**config.mk**
```make
export PLATFORM = sky130hd
export DESIGN_NAME = xadc_sample_packer
export DESIGN_NICKNAME = d
export VERILOG_FILES = /design/src/rtl/xadc_sample_packer.sv
export SDC_FILE = /design/constraint.sdc
export NUM_CORES = 1
export LEC_CHECK = 0
export CAP_MARGIN = 20
export CORE_UTILIZATION = 48
export CTS_CLUSTER_DIAMETER = 30
export DETAILED_ROUTE_END_ITERATION = 7
export GPL_ROUTABILITY_DRIVEN = 1
export GPL_TIMING_DRIVEN = 1
export HOLD_SLACK_MARGIN = 0.05
export PLACE_DENSITY = 0.84
export SYNTH_ARGS = -nofsm -noshare
export SYNTH_HDL_FRONTEND = slang
export SYNTH_SLANG_ARGS = --single-unit
```
**constraint.sdc**
```tcl
create_clock -name clk -period 2.55 [get_ports clk]
set_clock_uncertainty 0.05 [all_clocks]
set_input_delay 0.6375 -clock clk [delete_from_list [all_inputs] [get_ports clk]]
set_output_delay 0.6375 -clock clk [all_outputs]
set_load 0.03 [all_outputs]
```
**src/rtl/xadc_sample_packer.sv**
```systemverilog
// ---------------------------------------------------------------------------
// xadc_sample_packer
//
// Write-side feeder for the 64-bit-in / 32-bit-out sample FIFO. Each XADC
// conversion result arrives as a 12-bit code plus a channel address. The
// packer tags it into a 16-bit entry {ch[3:0], data[11:0]} and packs four
// entries per 64-bit FIFO word. The first sample goes in [63:48] so the 32-bit
// reader sees samples in chronological order, upper half first.
//
// A partial word can be closed early by flush. Unused slots are then filled
// with PAD_ENTRY. A completed word waits in a single output register until the
// FIFO accepts it. Input is never stalled. If a word completes while the
// output register is still occupied and cannot drain, the new word is dropped
// and counted.
//
// Optional feature (macro PACK_TIMEOUT_EN): an idle counter auto-flushes a
// partial word after TIMEOUT_CYC cycles without a new sample. When the macro
// is not defined, a partial word waits until more samples or a flush arrive.
//
// Parameters:
//   PAD_ENTRY    filler entry used to complete a partial word
//   TIMEOUT_CYC  idle cycles before auto-flush (PACK_TIMEOUT_EN only), 2..65535
//   OVF_W        width of the saturating drop counter
//
// Ports:
//   clk         FIFO write clock; all logic runs on its rising edge
//   rst_n       asynchronous active-low reset
//   smp_valid   one-cycle strobe qualifying smp_data / smp_ch
//   smp_data    12-bit XADC conversion code
//   smp_ch      XADC channel address; only bits [3:0] are stored
//   flush       one-cycle strobe: pad and emit the current partial word
//   ovf_clr     clears ovf_cnt and ovf_flag (wins over a same-cycle drop)
//   fifo_full   FIFO full flag
//   fifo_din    packed word to the FIFO, stable while fifo_wr_en is high
//   fifo_wr_en  FIFO write strobe
//   ovf_cnt     saturating count of dropped words
//   ovf_flag    sticky flag: at least one word was dropped
// ---------------------------------------------------------------------------
module xadc_sample_packer #(
  parameter logic [15:0] PAD_ENTRY   = 16'hFFFF,
  parameter int          TIMEOUT_CYC = 1024,
  parameter int          OVF_W       = 16
) (
  input  logic             clk,
  input  logic             rst_n,
  input  logic             smp_valid,
  input  logic [11:0]      smp_data,
  input  logic [4:0]       smp_ch,
  input  logic             flush,
  input  logic             ovf_clr,
  input  logic             fifo_full,
  output logic [63:0]      fifo_din,
  output logic             fifo_wr_en,
  output logic [OVF_W-1:0] ovf_cnt,
  output logic             ovf_flag
);

  // The slot count doubles as the packing state: it names the slot that the
  // next accepted sample will occupy.
  typedef enum logic [1:0] {
    SLOT0 = 2'd0,
    SLOT1 = 2'd1,
    SLOT2 = 2'd2,
    SLOT3 = 2'd3
  } slot_e;

  slot_e       slot_q;
  slot_e       slot_d;
  logic [63:0] pack_q;
  logic [63:0] pack_d;
  logic [63:0] pack_ins;
  logic [63:0] word;
  logic [63:0] dout_q;
  logic [2:0]  fill;
  logic [15:0] entry;
  logic        eff_flush;
  logic        tmo_flush;
  logic        complete;
  logic        out_valid_q;
  logic        drain;
  logic        drop;

  // Channel bit 4 is not part of the stored entry.
  logic unused_ch_msb;
  assign unused_ch_msb = smp_ch[4];

  assign entry     = {smp_ch[3:0], smp_data};
  assign eff_flush = flush | tmo_flush;

  // The word drains whenever one is held and the FIFO has room.
  assign drain      = out_valid_q & ~fifo_full;
  assign fifo_wr_en = drain;
  assign fifo_din   = dout_q;

  // A completed word is lost only when the output register is busy and does
  // not drain in the same cycle.
  assign drop = complete & out_valid_q & ~drain;

`ifdef PACK_TIMEOUT_EN
  // The flush fires in the cycle the idle count would reach TIMEOUT_CYC. The
  // last sample therefore lands in the FIFO TIMEOUT_CYC+1 cycles later.
  localparam logic [15:0] TMO_LAST = 16'(TIMEOUT_CYC - 1);

  logic [15:0] idle_q;

  // Request an internal flush when a partial word has been idle long enough.
  always_comb begin
    tmo_flush = (slot_q != SLOT0) && !smp_valid && (idle_q == TMO_LAST);
  end

  // Idle counter: it only runs while a partial word is pending and no sample
  // arrives. It restarts on a sample, on an empty packer and after firing.
  always_ff @(posedge clk or negedge rst_n) begin
    if (!rst_n) begin
      idle_q <= '0;
    end else if (smp_valid || (slot_q == SLOT0) || tmo_flush) begin
      idle_q <= '0;
    end else begin
      idle_q <= idle_q + 16'd1;
    end
  end
`else
  assign tmo_flush = 1'b0;

  logic unused_timeout;
  assign unused_timeout = ^TIMEOUT_CYC;
`endif

  // Packing state register: slot count and the partially assembled word.
  always_ff @(posedge clk or negedge rst_n) begin
    if (!rst_n) begin
      slot_q <= SLOT0;
      pack_q <= '0;
    end else begin
      slot_q <= slot_d;
      pack_q <= pack_d;
    end
  end

  // Next-state logic. The incoming sample is inserted first, so a flush in
  // the same cycle closes a word that already contains that sample. When the
  // sample is the fourth one, the word is simply full and nothing is padded.
  always_comb begin
    pack_ins = pack_q;
    word     = '0;
    fill     = '0;
    complete = 1'b0;
    pack_d   = pack_q;
    slot_d   = slot_q;

    if (smp_valid) begin
      case (slot_q)
        SLOT0:   pack_ins[63:48] = entry;
        SLOT1:   pack_ins[47:32] = entry;
        SLOT2:   pack_ins[31:16] = entry;
        default: pack_ins[15:0]  = entry;
      endcase
    end

    fill     = {1'b0, slot_q} + {2'b00, smp_valid};
    complete = (fill == 3'd4) || (eff_flush && (fill != 3'd0));

    word = pack_ins;
    for (int k = 0; k < 4; k++) begin
      if (3'(k) >= fill) begin
        word[63-16*k -: 16] = PAD_ENTRY;
      end
    end

    if (complete) begin
      pack_d = '0;
      slot_d = SLOT0;
    end else begin
      pack_d = pack_ins;
      slot_d = slot_e'(fill[1:0]);
    end
  end

  // Output register. A new word may load in the same cycle that the held
  // word drains. Otherwise, a busy register keeps its word and the new one
  // is dropped.
  always_ff @(posedge clk or negedge rst_n) begin
    if (!rst_n) begin
      out_valid_q <= 1'b0;
      dout_q      <= '0;
    end else if (complete && !drop) begin
      out_valid_q <= 1'b1;
      dout_q      <= word;
    end else if (drain) begin
      out_valid_q <= 1'b0;
    end
  end

  // Drop accounting. A clear wins over a same-cycle drop. The counter sticks
  // at all-ones instead of wrapping.
  always_ff @(posedge clk or negedge rst_n) begin
    if (!rst_n) begin
      ovf_cnt  <= '0;
      ovf_flag <= 1'b0;
    end else if (ovf_clr) begin
      ovf_cnt  <= '0;
      ovf_flag <= 1'b0;
    end else if (drop) begin
      ovf_flag <= 1'b1;
      if (ovf_cnt != {OVF_W{1'b1}}) begin
        ovf_cnt <= ovf_cnt + {{(OVF_W-1){1'b0}}, 1'b1};
      end
    end
  end

endmodule
```
==> results.md <==
* Antenna Cells at 0
* Top delay family on crit path: simple AND/OR/NAND/NOR gates
* CP bufs+invs at 3
* Clock buffer depth at 2
* Routed vias at 4941
* HPWL Detailed at 10400 µm
* Seq cells post-synth at 148
* Clock share of power at 0.348
* Crit path max-delay cell type: or4_1
* Hold crit path type: input port to async pin
* Post-route insts no fill at 857
* Critical path required time at 2.83 ns
* Routability cong. at 0.848
* Least-Margin Pin Slew at 0.785 ns
* Mux contribution to synthesized area at 0.116
* Met1 Track Usage GR at 0.327
* Startpoint types: input port
* Internal power at 5.25 mW
* Mapped Cells at 552
* Share of cells above drive strength 1 at 0.134
* Adder and majority gate portion of the synthesized area at 0.0123
* Combinational share of power at 0.266
* Max VDD drop at 0.498 mV
* DP Worst Slack at -0.715 ns
* Fin crit period at 2.50 ns
* Rel. slew slack at 0.472
* Largest net degree at the start of global routing at 94
* Initial DRT Pass Iterations at 5
* Compound-Gate Fraction of Synth Area at 0.0995
* GRT met2 Usage at 0.451
* Fmax at 400 MHz
* Post-synth ARST share at 1.00
* Antenna violations before repair at 0
* Net Sw Power at 2.33 mW
* DRC at 0
* Worst setup EP type: register
* CP startpoint: smp_valid
* Period utilization at 0.981
* Count of final max-slew check failures at 0
* Part of the power in registers at 0.386
* Switching share of total power at 0.307
* Slowest stage delay, CP at 0.52 ns
* Post-CTS Hold Fix Bufs at 0
* Reg-to-reg slack, setup at 0.08 ns
* Synth Area in Simple Gates at 0.140
* Run status: completed
* CTS root buffer: clkbuf_16
* First-pass GRT wire length at 26500 µm
* Yosys top cell by area: dfrtp_1
* Post-synthesis xor/xnor area fraction at 0
* Pleak at 3.84 nW
* Post-synth EDFFs at 0
* Fin. Hold Viols at 0
* PwrDens at 901 nW/µm²
* Wire length per cell at 19.8 µm
* Yosys top cell area share at 0.605
* CP dominant cell by count: ha_4
* Fin nets at 706
* GR Util All Layers at 0.264
* Die width at 115 µm
* Post-Synthesis Cell Area at 6120 µm²
* Post-synthesis sequential area ratio at 0.605
* Top cells by area, synth: dfrtp_1, mux2i_1, nor2_1
* Setup ws final at 0.0474 ns
* H-tree levels at 4
* Vias per cell at 5.77
* PortBufs at 103
* CP max FO at 21
* CTS buffer count at 17
* Worst R2R Path Depth at 8
* Global route total overflow at 0
* Yosys Warn Count at 0
* Dpl cells at 821
* Tot Pwr at 7.57 mW
* Die span in y at 115 µm
* # rows at 40
* Syn Nets at 581
* Worst r2r src: slot_q[0]$_DFF_PN0_
* R2r endpoint: ovf_cnt[3]$_DFFE_PN0P_
* Vias in the first global route at 5154
* Most frequent cells in the layout: dfrtp_1, nor2_1, clkdlybuf4s50_1
* Most common cell after layout, fill and taps aside: dfrtp_1
* Worst path depth at 9
* Die area at 13200 µm²
* Routed Antenna Nets at 0
* Critical path class: input port to register
* Area delta synth->final at 37.3%
* Core area at 12200 µm²
* Syn Area/Cell at 11.1 µm²
* Max Cap Viol at 0
* # clock sinks at 148
* Met3 usage at 0.0627
* Worst Path Arrival at 2.78 ns
* First DRT Iteration DRCs at 451
* # setup viols final at 0
* Synth cell types at 36
* Largest family of logic cells by synthesized area: simple AND/OR/NAND/NOR gates
* Clk pin slew, worst setup/hold paths at 0.06 ns
* Initial Util at 0.501
* GRT busiest layer: met2
* Total Routed Length at 17000 µm
* CP endpoint: ovf_cnt[3]$_DFFE_PN0P_
* Cells along the critical path: clkdlybuf4s15_2 > ha_4 > inv_2 > ha_4 > or3b_4 > a21o_1 > buf_12 > or4_1 > a21oi_2
* CTS tree: done
* I/O pin count at 105
* Fin Setup TNS at 0 ns
* Top FF cell, synth: dfrtp_1
* Worst-skew pair later-pin latency at 0.40 ns
## cell type report
cell class	count	area, µm²
Timing Repair Buffer	140	1500
Multi-Input combinational cell	364	2340
Inverter	6	22.5
Fill cell	866	3810
Tap cell	168	210
Clock inverter	9	151
Sequential cell	148	3700
Clock buffer	22	474
## worst reg2reg max path, stage by stage (launching register included)
cell and delay (ns):
dfrtp_2 0.44, ha_4 0.18, inv_2 0.07, ha_4 0.19, or3b_4 0.39, a21o_1 0.21, buf_12 0.16, or4_1 0.53
a21oi_2 0.17
## per-layer routing
| metal | up-vias | wire (µm) |
|---|---|---|
| met2 | 234 | 8770 |
| met1 | 2505 | 6800 |
| met4 | 0 | 356 |
| met5 | - | 0 |
| met3 | 37 | 1080 |
| li1 | 2165 | - |
## worst min path at each step
stage                               from                       end  cells after the start
floorplan                          rst_n   fifo_din[0]$_DFFE_PN0P_                      0
global placement    ovf_flag$_DFFE_PN0P_      ovf_flag$_DFFE_PN0P_                      1
detailed placement  ovf_flag$_DFFE_PN0P_      ovf_flag$_DFFE_PN0P_                      1
CTS                                rst_n  fifo_din[26]$_DFFE_PN0P_                      1
global route                       rst_n  fifo_din[26]$_DFFE_PN0P_                      1
finish                             rst_n  fifo_din[26]$_DFFE_PN0P_                      1
## through the flow
| stage | utilization | instance area, µm² | hold WS, ns |
|---|---|---|---|
| CTS | 0.683 | 8340 | 0.0674 |
| global placement | 0.627 | 7660 | 0.432 |
| detailed placement | 0.627 | 7660 | 0.437 |
| finish | 0.688 | 8400 | 0.0709 |
| floorplan | - | 6180 | 0.292 |
| global route | 0.688 | 8400 | 0.0805 |
## power by group through the flow
stage                     registers, mW  clock network (mW)  logic, mW
after floorplan                    3.40                   0      0.567
after global placement             2.92                   0       1.88
after detailed placement           2.95                   0       1.94
after CTS                          2.92                2.65       2.00
after global routing               2.95                2.76       2.14
final                              2.92                2.64       2.02
## cell usage after synthesis, drive strengths merged, types with 8 or more instances
library cell,instances
clkbuf,20
a21oi,42
a31oi,17
nor2b,8
nand3,10
nor2,126
buf,14
dfrtp,148
mux2i,64
nand2,21
o22a,16
## sequential cells by signal (all words and copies together), names as in the netlist
name         cells
fifo_din        64
slot_q           2
ovf_flag         1
ovf_cnt         16
out_valid_q      1
pack_q          64
## logic make-up after synthesis
group                    Yosys count
AND/OR/NAND/NOR                  194
flip-flops                       148
AO/OA/AOI/OAI                     94
multiplexers                      70
buffers and inverters             40
adder cells (fa/ha/maj)            6
## timing repair
action                                  4_1_cts  5_1_grt
pin swaps                                     1        2
buffers inserted                              2        1
resized for setup                             5       11
gates cloned                                  1        2
endpoints found under the setup margin       78       49
(Power assumes the default switching activity.)
